$ cat src/rtl/r5fp_div_issue_q.sv
// r5fp_div_issue_q: tagged request FIFO and single-outstanding issue sequencer in front of the R5FP divider.
// Define R5FP_DIV_ISSUE_TIMEOUT_EN to add a WAIT-state watchdog that returns a quiet NaN on expiry.
module r5fp_div_issue_q #(
    parameter int SIG_W   = 23,
    parameter int EXP_W   = 8,
    parameter int DEPTH   = 4,
    parameter int TAG_W   = 4,
    parameter int TIMEOUT = 64
) (
    input  logic                     clk,
    input  logic                     reset_n,
    input  logic                     req_valid_i,
    output logic                     req_ready_o,
    input  logic [SIG_W+EXP_W:0]     req_a_i,
    input  logic [SIG_W+EXP_W:0]     req_b_i,
    input  logic [2:0]               req_rnd_i,
    input  logic [TAG_W-1:0]         req_tag_i,
    output logic [SIG_W+EXP_W:0]     div_a_o,
    output logic [SIG_W+EXP_W:0]     div_b_o,
    output logic [2:0]               div_rnd_o,
    output logic                     div_strobe_o,
    input  logic                     div_ready_i,
    input  logic                     div_done_i,
    input  logic [SIG_W+EXP_W:0]     div_z_i,
    input  logic [7:0]               div_status_i,
    output logic                     rsp_valid_o,
    input  logic                     rsp_ready_i,
    output logic [SIG_W+EXP_W:0]     rsp_z_o,
    output logic [7:0]               rsp_status_o,
    output logic [TAG_W-1:0]         rsp_tag_o,
    output logic                     busy_o,
    output logic                     timeout_o
);
    localparam int W     = SIG_W + EXP_W + 1;
    localparam int PTR_W = $clog2(DEPTH);
    localparam int CNT_W = PTR_W + 1;

    typedef struct packed {
        logic [W-1:0]     a;
        logic [W-1:0]     b;
        logic [2:0]       rnd;
        logic [TAG_W-1:0] tag;
    } req_t;

    typedef enum logic {IDLE, WAIT} state_t;

    req_t             fifo_q [DEPTH];
    req_t             fifo_d [DEPTH];
    logic [PTR_W-1:0] wr_ptr_q, wr_ptr_d, rd_ptr_q, rd_ptr_d;
    logic [CNT_W-1:0] count_q, count_d;
    state_t           state_q, state_d;
    logic [W-1:0]     div_a_q, div_a_d, div_b_q, div_b_d;
    logic [2:0]       div_rnd_q, div_rnd_d;
    logic [TAG_W-1:0] tag_q, tag_d;
    logic             div_strobe_q, div_strobe_d;
    logic             rsp_valid_q, rsp_valid_d;
    logic [W-1:0]     rsp_z_q, rsp_z_d;
    logic [7:0]       rsp_status_q, rsp_status_d;
    logic [TAG_W-1:0] rsp_tag_q, rsp_tag_d;
    logic             timeout_q, timeout_d;
    logic             push, issue, expire;

`ifdef R5FP_DIV_ISSUE_TIMEOUT_EN
    localparam int TMO_W = $clog2(TIMEOUT + 1);
    logic [TMO_W-1:0] tmo_cnt_q, tmo_cnt_d;

    // Expires on the last edge of WAIT cycle TIMEOUT; a coincident done takes priority.
    assign expire = (state_q == WAIT) & ~div_done_i & (tmo_cnt_q == TMO_W'(TIMEOUT - 1));

    always_comb begin
        tmo_cnt_d = tmo_cnt_q;
        if (issue) begin
            tmo_cnt_d = '0;
        end else if (state_q == WAIT) begin
            tmo_cnt_d = tmo_cnt_q + TMO_W'(1);
        end
    end

    always_ff @(posedge clk or negedge reset_n) begin
        if (!reset_n) begin
            tmo_cnt_q <= '0;
        end else begin
            tmo_cnt_q <= tmo_cnt_d;
        end
    end
`else
    assign expire = 1'b0;
`endif

    assign req_ready_o  = (count_q != CNT_W'(DEPTH));
    assign div_a_o      = div_a_q;
    assign div_b_o      = div_b_q;
    assign div_rnd_o    = div_rnd_q;
    assign div_strobe_o = div_strobe_q;
    assign rsp_valid_o  = rsp_valid_q;
    assign rsp_z_o      = rsp_z_q;
    assign rsp_status_o = rsp_status_q;
    assign rsp_tag_o    = rsp_tag_q;
    assign timeout_o    = timeout_q;
    assign busy_o       = (count_q != '0) | (state_q != IDLE) | rsp_valid_q;

    always_comb begin
        push  = req_valid_i & req_ready_o;
        // Only issue when the response slot is empty, so at most one result is ever in flight.
        issue = (state_q == IDLE) & (count_q != '0) & div_ready_i & ~rsp_valid_q;

        fifo_d       = fifo_q;
        wr_ptr_d     = wr_ptr_q;
        rd_ptr_d     = rd_ptr_q;
        count_d      = count_q;
        state_d      = state_q;
        div_a_d      = div_a_q;
        div_b_d      = div_b_q;
        div_rnd_d    = div_rnd_q;
        tag_d        = tag_q;
        div_strobe_d = issue;
        rsp_valid_d  = rsp_valid_q;
        rsp_z_d      = rsp_z_q;
        rsp_status_d = rsp_status_q;
        rsp_tag_d    = rsp_tag_q;
        timeout_d    = expire;

        if (push) begin
            fifo_d[wr_ptr_q] = '{a: req_a_i, b: req_b_i, rnd: req_rnd_i, tag: req_tag_i};
            wr_ptr_d         = wr_ptr_q + PTR_W'(1);
        end

        case ({push, issue})
            2'b10:   count_d = count_q + CNT_W'(1);
            2'b01:   count_d = count_q - CNT_W'(1);
            default: count_d = count_q;
        endcase

        if (rsp_valid_q & rsp_ready_i) begin
            rsp_valid_d = 1'b0;
        end

        case (state_q)
            IDLE: begin
                if (issue) begin
                    rd_ptr_d  = rd_ptr_q + PTR_W'(1);
                    div_a_d   = fifo_q[rd_ptr_q].a;
                    div_b_d   = fifo_q[rd_ptr_q].b;
                    div_rnd_d = fifo_q[rd_ptr_q].rnd;
                    tag_d     = fifo_q[rd_ptr_q].tag;
                    state_d   = WAIT;
                end
            end
            WAIT: begin
                if (div_done_i) begin
                    state_d      = IDLE;
                    rsp_valid_d  = 1'b1;
                    rsp_z_d      = div_z_i;
                    rsp_status_d = div_status_i;
                    rsp_tag_d    = tag_q;
                end else if (expire) begin
                    state_d      = IDLE;
                    rsp_valid_d  = 1'b1;
                    rsp_z_d      = {1'b0, {EXP_W{1'b1}}, 1'b1, {(SIG_W-1){1'b0}}};
                    rsp_status_d = 8'h00;
                    rsp_tag_d    = tag_q;
                end
            end
            default: state_d = IDLE;
        endcase
    end

    always_ff @(posedge clk or negedge reset_n) begin
        if (!reset_n) begin
            for (int i = 0; i < DEPTH; i++) begin
                fifo_q[i] <= '0;
            end
            wr_ptr_q     <= '0;
            rd_ptr_q     <= '0;
            count_q      <= '0;
            state_q      <= IDLE;
            div_a_q      <= '0;
            div_b_q      <= '0;
            div_rnd_q    <= '0;
            tag_q        <= '0;
            div_strobe_q <= 1'b0;
            rsp_valid_q  <= 1'b0;
            rsp_z_q      <= '0;
            rsp_status_q <= '0;
            rsp_tag_q    <= '0;
            timeout_q    <= 1'b0;
        end else begin
            fifo_q       <= fifo_d;
            wr_ptr_q     <= wr_ptr_d;
            rd_ptr_q     <= rd_ptr_d;
            count_q      <= count_d;
            state_q      <= state_d;
            div_a_q      <= div_a_d;
            div_b_q      <= div_b_d;
            div_rnd_q    <= div_rnd_d;
            tag_q        <= tag_d;
            div_strobe_q <= div_strobe_d;
            rsp_valid_q  <= rsp_valid_d;
            rsp_z_q      <= rsp_z_d;
            rsp_status_q <= rsp_status_d;
            rsp_tag_q    <= rsp_tag_d;
            timeout_q    <= timeout_d;
        end
    end

endmodule
$ cat config.mk
export PLATFORM = sky130hd
export DESIGN_NAME = r5fp_div_issue_q
export DESIGN_NICKNAME = d
export VERILOG_FILES = /design/src/rtl/r5fp_div_issue_q.sv
export SDC_FILE = /design/constraint.sdc
export NUM_CORES = 1
export LEC_CHECK = 0
export ABC_CLOCK_PERIOD_IN_PS = 3920
export CORE_MARGIN = 2
export CORE_UTILIZATION = 40
export CTS_BUF_LIST = sky130_fd_sc_hd__clkbuf_4
export DETAILED_ROUTE_END_ITERATION = 6
export PLACE_DENSITY = 0.57
export SETUP_SLACK_MARGIN = 0.02
export SLEW_MARGIN = 20
export SYNTH_ARGS = -nofsm -noshare
export SYNTH_HDL_FRONTEND = slang
export SYNTH_SLANG_ARGS = --single-unit
$ cat constraint.sdc
create_clock -name clk -period 3.92 [get_ports clk]
set_input_delay 0.784 -clock clk [delete_from_list [all_inputs] [get_ports clk]]
set_output_delay 0.784 -clock clk [all_outputs]
set_load 0.02 [all_outputs]
After elaboration in Yosys (flattened, before gate mapping)
Cells that the tools add are included.
{"block": "word_totals", "in_bits": 117, "ff_bits": 409, "wordCells": 68}
{"block": "classes", "mux": 13, "n_lt_le_gt_ge": 3, "addsub": 4, "eq_ne": 3, "n_bitwise": 11, "n_reduce_logical": 5}
{"cell": "bitwise mux 284 bit", "n": 1}
{"cell": "two-way mux 71 bit", "n": 3}
{"cell": "binary-select mux 71 bit (select 2 bit)", "n": 1}
{"cell": "demux 71 bit (select 2 bit)", "n": 1}
{"cell": ">= comparator 3 bit (second input constant)", "n": 2}
{"cell": "NOT 2 -> 3 bit", "n": 2}
{"cell": "case mux 3 bit (2 select lines)", "n": 1}
{"cell": "AND 1 bit", "n": 5}
{"cell": "two-way mux 1 bit", "n": 5}
{"cell": "adder 2 x 1 -> 2 bit (second input constant)", "n": 2}
{"cell": "AND reduction 2 bit", "n": 2}
{"cell": "adder 3 x 1 -> 3 bit (second input constant)", "n": 1}
{"cell": "less-than comparator 3 x 1 -> 1 bit (second input constant)", "n": 1}
{"cell": "inequality test 3 bit (second input constant)", "n": 1}
{"cell": "nonzero test 3 bit", "n": 1}
{"cell": "subtractor 3 x 1 -> 3 bit (second input constant)", "n": 1}
{"cell": "== test 2 x 1 -> 1 bit (second input constant)", "n": 1}
{"cell": "== test 2 bit (second input constant)", "n": 1}
{"cell": "NOT 1 bit", "n": 2}
{"cell": "bitwise OR 1 bit", "n": 2}
{"cell": "case mux 1 bit (2 select lines)", "n": 1}
{"cell": "nonzero test 2 bit", "n": 1}
{"cell": "logical AND 1 bit", "n": 1}

Longest topological paths before layout
{"block": "logic_depth", "depth_word": 6, "depth_mapped": 11, "depth_no_buf": 9}

Least setup slack after synthesis
OpenSTA, ideal clock, no wires.
{"block": "synth_timing", "path_type": "input -> register", "startpoint": "input div_ready_i", "endpoint": "register count_q[2]", "slack_ns": 1.634, "arrival_time_ns": 2.207, "setup_time_ns": 0.079, "required_time_ns": 3.841, "path_stages": 10, "cell_sequence": "nand3_1 -> buf_4 -> buf_4 -> inv_1 -> ha_1 -> inv_1 -> fa_1 -> xor2_1 -> nor2_1 -> xor2_1"}
{"block": "synth_via", "elab_chain_cells": 4}
{"element": "start, declared", "line_no": "22", "source": "input logic div_ready_i,"}
{"element": "AND 1 bit (*) (2 in a row)", "line_no": "105", "source": "issue = (state_q == IDLE) & (count_q != '0) & div_ready_i & ~rsp_valid_q;"}
{"element": "via div_strobe_d", "line_no": "55", "source": "logic div_strobe_q, div_strobe_d;"}
{"element": "== test 2 x 1 -> 1 bit / == test 2 bit (equally long branches)", "line_no": "128", "source": "case ({push, issue})"}
{"element": "case mux 3 bit (2 select lines) / nonzero test 2 bit (equally long branches)"}
{"element": "end signal, assigned", "line_no": "191", "source": "count_q <= count_d;"}
{"element": "end, declared", "line_no": "50", "source": "logic [CNT_W-1:0] count_q, count_d;"}
The timed path passes the listed nets; every way through them passes the cells marked *.
A chain may end at the register's enable or synchronous reset.

Worst setup path after layout
{"block": "layout_timing", "startpoint": "register count_q[0]", "endpoint": "output busy_o"}
{"block": "layout_via", "elab_chain_cells": 3}
{"element": "nonzero test 3 bit", "line_no": "100", "source": "assign busy_o = (count_q != '0) | (state_q != IDLE) | rsp_valid_q;"}
{"element": "bitwise OR 1 bit (2 in a row)", "line_no": "100"}
{"element": "end, declared", "line_no": "31", "source": "output logic busy_o,"}
No other way between the ends.

==> impl_metrics.py <==
metrics = {
    "floorplan": {
        "initial_core_util": 0.405,
        "rows": 76,
        "core-area_um2": 43100,
        "die_area_um2": 45300,
        "die_w_um": 213,
        "io_pins": 233,
        "die_h_um": 213,
    },
    "place": {
        "dp_slack_ps": 978,
        "dp_cells": 1759,
        "portBuffers": 231,
        "dp_hpwl_um": 23300,
        "gp_congestion": 0.685,
    },
    "synthesis": {
        "syn_nets": 1099,
        "synth_mux_area_frac": 0.365,
        "yosysWarnings": 0,
        "syn_area_um2": 17500,
        "yosys.area_share.simple": 0.00674,
        "yosysSeqAreaShare": 0.586,
        "syn_inst": 976,
        "synth_xor_area_frac": 0.00301,
        "synth_seq_cells": 409,
        "ys_types": 26,
        "synthAdderAreaFrac": 0.00473,
        "syn_area_per_cell_um2": 17.9,
        "synth_top_family_by_area": "multiplexers",
        "synth_compound_area_frac": 0.000573,
    },
    "critical_path": {
        "path_cells": "or3_1 > nand2b_1 > clkdlybuf4s50_1",
        "cpPeakStageDelay_ps": 570,
        "critical_path_arrival_ps": 2480,
        "critical_path_class": "reg2out",
        "end_kind": "primary output",
        "startpoint_type": "flip-flop",
        "crit_fanout": 4,
        "slowest_stage": "clkdlybuf4s50_1",
        "cp.required_ps": 3140,
    },
    "sta": {
        "max_slew_margin": 0.540,
        "tightest_slew_ps": 689,
        "clock_skew_ps": 45.5,
        "final.period_utilization": 0.832,
        "slew_violations": 0,
        "finalCriticalPeriod_ps": 3260,
        "hold_viol_final": 0,
        "max_freq_mhz": 306,
        "finalSetupTns_ps": 0,
        "hold_slack_ps": 482,
        "finalSetupViolCount": 0,
        "rsz0062_at_grt": "no",
        "worst_slack_ps": 657,
    },
    "grt": {
        "antenna_found_initial": 4,
        "grt_usage": 0.176,
        "grt_max_degree": 87,
        "grt_first_pass_wirelength_um": 60700,
        "grt-ovfl-total": 0,
        "grt_pass1_vias": 10700,
    },
    "route": {
        "drc": 0,
        "antenna_left": 0,
        "wirelength_um": 38000,
        "viasPerCell": 4.89,
        "drt-wirelength-per-cell_um": 19.3,
        "firstDrtPassIters": 4,
        "drtIter0Drc": 363,
        "num_vias": 9609,
    },
    "final_layout": {
        "fillers": 3795,
        "layout-drive-gt1-share": 0.500,
        "nNetsFinal": 1411,
        "fin_cells": 1966,
        "syn_to_final_growth_pct": 24.8,
    },
    "clocking": {
        "clock_path_buffers": 3,
        "cts_buffers": 111,
        "root_buffer": "clkbuf_4",
        "cts_htree_levels": 3,
        "cts.sinks": 409,
        "clock_latency_ps": 820,
        "path_clk_slew_ps": 70,
        "postCtsSetupBuffers": 0,
        "cts_tree": "yes",
        "cts_resized": 0,
    },
    "power": {
        "peakVddDrop_uv": 380,
        "power_frac_comb": 0.409,
        "clkPwrFrac": 0.196,
        "cellLeakagePower_uw": 0.00950,
        "p_total_uw": 19400,
        "p_sw_frac": 0.309,
        "power_density_nw_per_um2": 891,
        "power_switching_uw": 6010,
        "p_seq_frac": 0.396,
        "p_int_uw": 13400,
    },
    "status": {
        "status": "finished, final reports clean",
    },
    "worst_hold_path": {
        "hold_class": "reg2reg",
    },
    "flow_run": {
        "max_cap_violations": 0,
    },
}
==> metal layers <==
metal / share of wire / vias up / GRT usage
li1: - / 4304 / -
met1: 0.44 / 5059 / 0.228
met2: 0.50 / 179 / 0.286
met3: 0.045 / 65 / 0.0460
met4: 0.021 / 2 / 0.0627
met5: 0.00029 / - / 0
==> per-stage QoR <==
| step | utilization | area, um^2 |
|---|---|---|
| floorplan | - | 17500 |
| global placement | 0.472 | 20300 |
| detailed placement | 0.472 | 20300 |
| CTS | 0.506 | 21800 |
| global route | 0.506 | 21800 |
| finish | 0.506 | 21800 |
==> cell type report <==
| type | instances | area (um^2) | share of cell area |
|---|---|---|---|
| antenna | 5 | 12.5 | 0.000574 |
| clock buffer | 182 | 1370 | 0.0627 |
| clock inverter | 19 | 75.1 | 0.00345 |
| inverter | 8 | 30.0 | 0.00138 |
| multi-input combinational | 500 | 6660 | 0.306 |
| sequential | 409 | 10200 | 0.470 |
| tap | 585 | 732 | 0.0336 |
| timing repair buffer | 258 | 2670 | 0.123 |
==> Yosys cell counts, drive strengths merged <==
cell | count | area (um^2)
mux2 | 400 | 4770
nand2 | 2 | 7.51
mux2i | 1 | 10.0
nand2b | 1 | 6.26
mux4 | 71 | 1600
inv | 8 | 30.0
nand4 | 1 | 6.26
dfrtp | 409 | 10200
nand3 | 5 | 75.1
or3b | 1 | 8.76
ha | 5 | 62.6
xor2 | 2 | 17.5
buf | 48 | 510
o21ai | 2 | 10.0
nor2 | 2 | 7.51
clkbuf | 11 | 41.3
xnor2 | 4 | 35.0
or3 | 1 | 6.26
fa | 1 | 20.0
conb | 1 | 3.75
==> power groups by stage <==
stage	sequential [uW]	combinational (uW)	clock, uW
after global placement	7710	7950	0
after floorplan	7970	5230	0
after CTS	7710	8110	3990
final	7680	7930	3800
after detailed placement	7760	8100	0
after global routing	7970	8510	4240
==> repair_timing <==
| action | 4_1_cts | 5_1_grt |
|---|---|---|
| hold buffers | 1 | 0 |
| setup endpoints to repair | 0 | 0 |
| endpoints found under the hold margin | 80 | 0 |
==> sequential cells by signal (all words and copies together) (netlist names) <==
name and cells:
tag_q 4, div_a_o 32, rsp_valid_o 1, rsp_status_o 8, rsp_z_o 32, rd_ptr_q 2
div_rnd_o 3, fifo_q 284, div_b_o 32, wr_ptr_q 2, div_strobe_o 1, state_q 1
rsp_tag_o 4, count_q 3
==> kinds of logic (layout without fill, tap and decap cells) <==
group | count (synthesis) | after routing
flip-flops | 409 | 409
other | 1 | 6
AND/OR/NAND/NOR | 13 | 13
XOR/XNOR | 6 | 6
multiplexers | 472 | 472
buffers and inverters | 67 | 467
adder cells (fa/ha/maj) | 6 | 6
AO/OA/AOI/OAI | 2 | 2
==> placed cells by master (no fill, tap or decap), types with 2 or more instances in the layout <==
cell             netlist  layout
mux2_4                70      70
nand3_4                4       5
clkdlybuf4s50_1        0     230
o21ai_0                2       2
clkbuf_4               0     182
mux2_2               328     328
inv_1                  8       8
mux2_1                 2       2
clkinv_1               0      17
nor2_1                 2       2
xnor2_1                4       4
dfrtp_4                0       2
buf_12                 7      12
diode_2                0       5
ha_1                   5       5
buf_4                 11      14
dfrtp_1              409     407
xor2_1                 2       2
mux4_2                71      71
==> path summary, 6_finish.rpt <==
| kind | start | endpoint | slack [ps] | depth (start not counted) |
|---|---|---|---|---|
| min in group asynchronous | reset_n | div_b_o[10]$_DFFE_PN0P_ | 580 | 2 |
| max in group asynchronous | reset_n | fifo_q[121]$_DFFE_PN0P_ | 2330 | 3 |
| max | count_q[0]$_DFFE_PN0P_ | busy_o | 660 | 3 |
| min reg2reg | count_q[2]$_DFFE_PN0P_ | count_q[2]$_DFFE_PN0P_ | 480 | 1 |
| max reg2reg | count_q[0]$_DFFE_PN0P_ | count_q[2]$_DFFE_PN0P_ | 1530 | 8 |
| min | count_q[2]$_DFFE_PN0P_ | count_q[2]$_DFFE_PN0P_ | 480 | 1 |
==> critical path, delay by kind of cell, from the launching register on <==
kind | cells | cell delay [ps]
DFF | 1 | 410
buffers and inverters | 1 | 570
and+or+nand+nor | 2 | 690
Power figures use the tool's default switching activity.
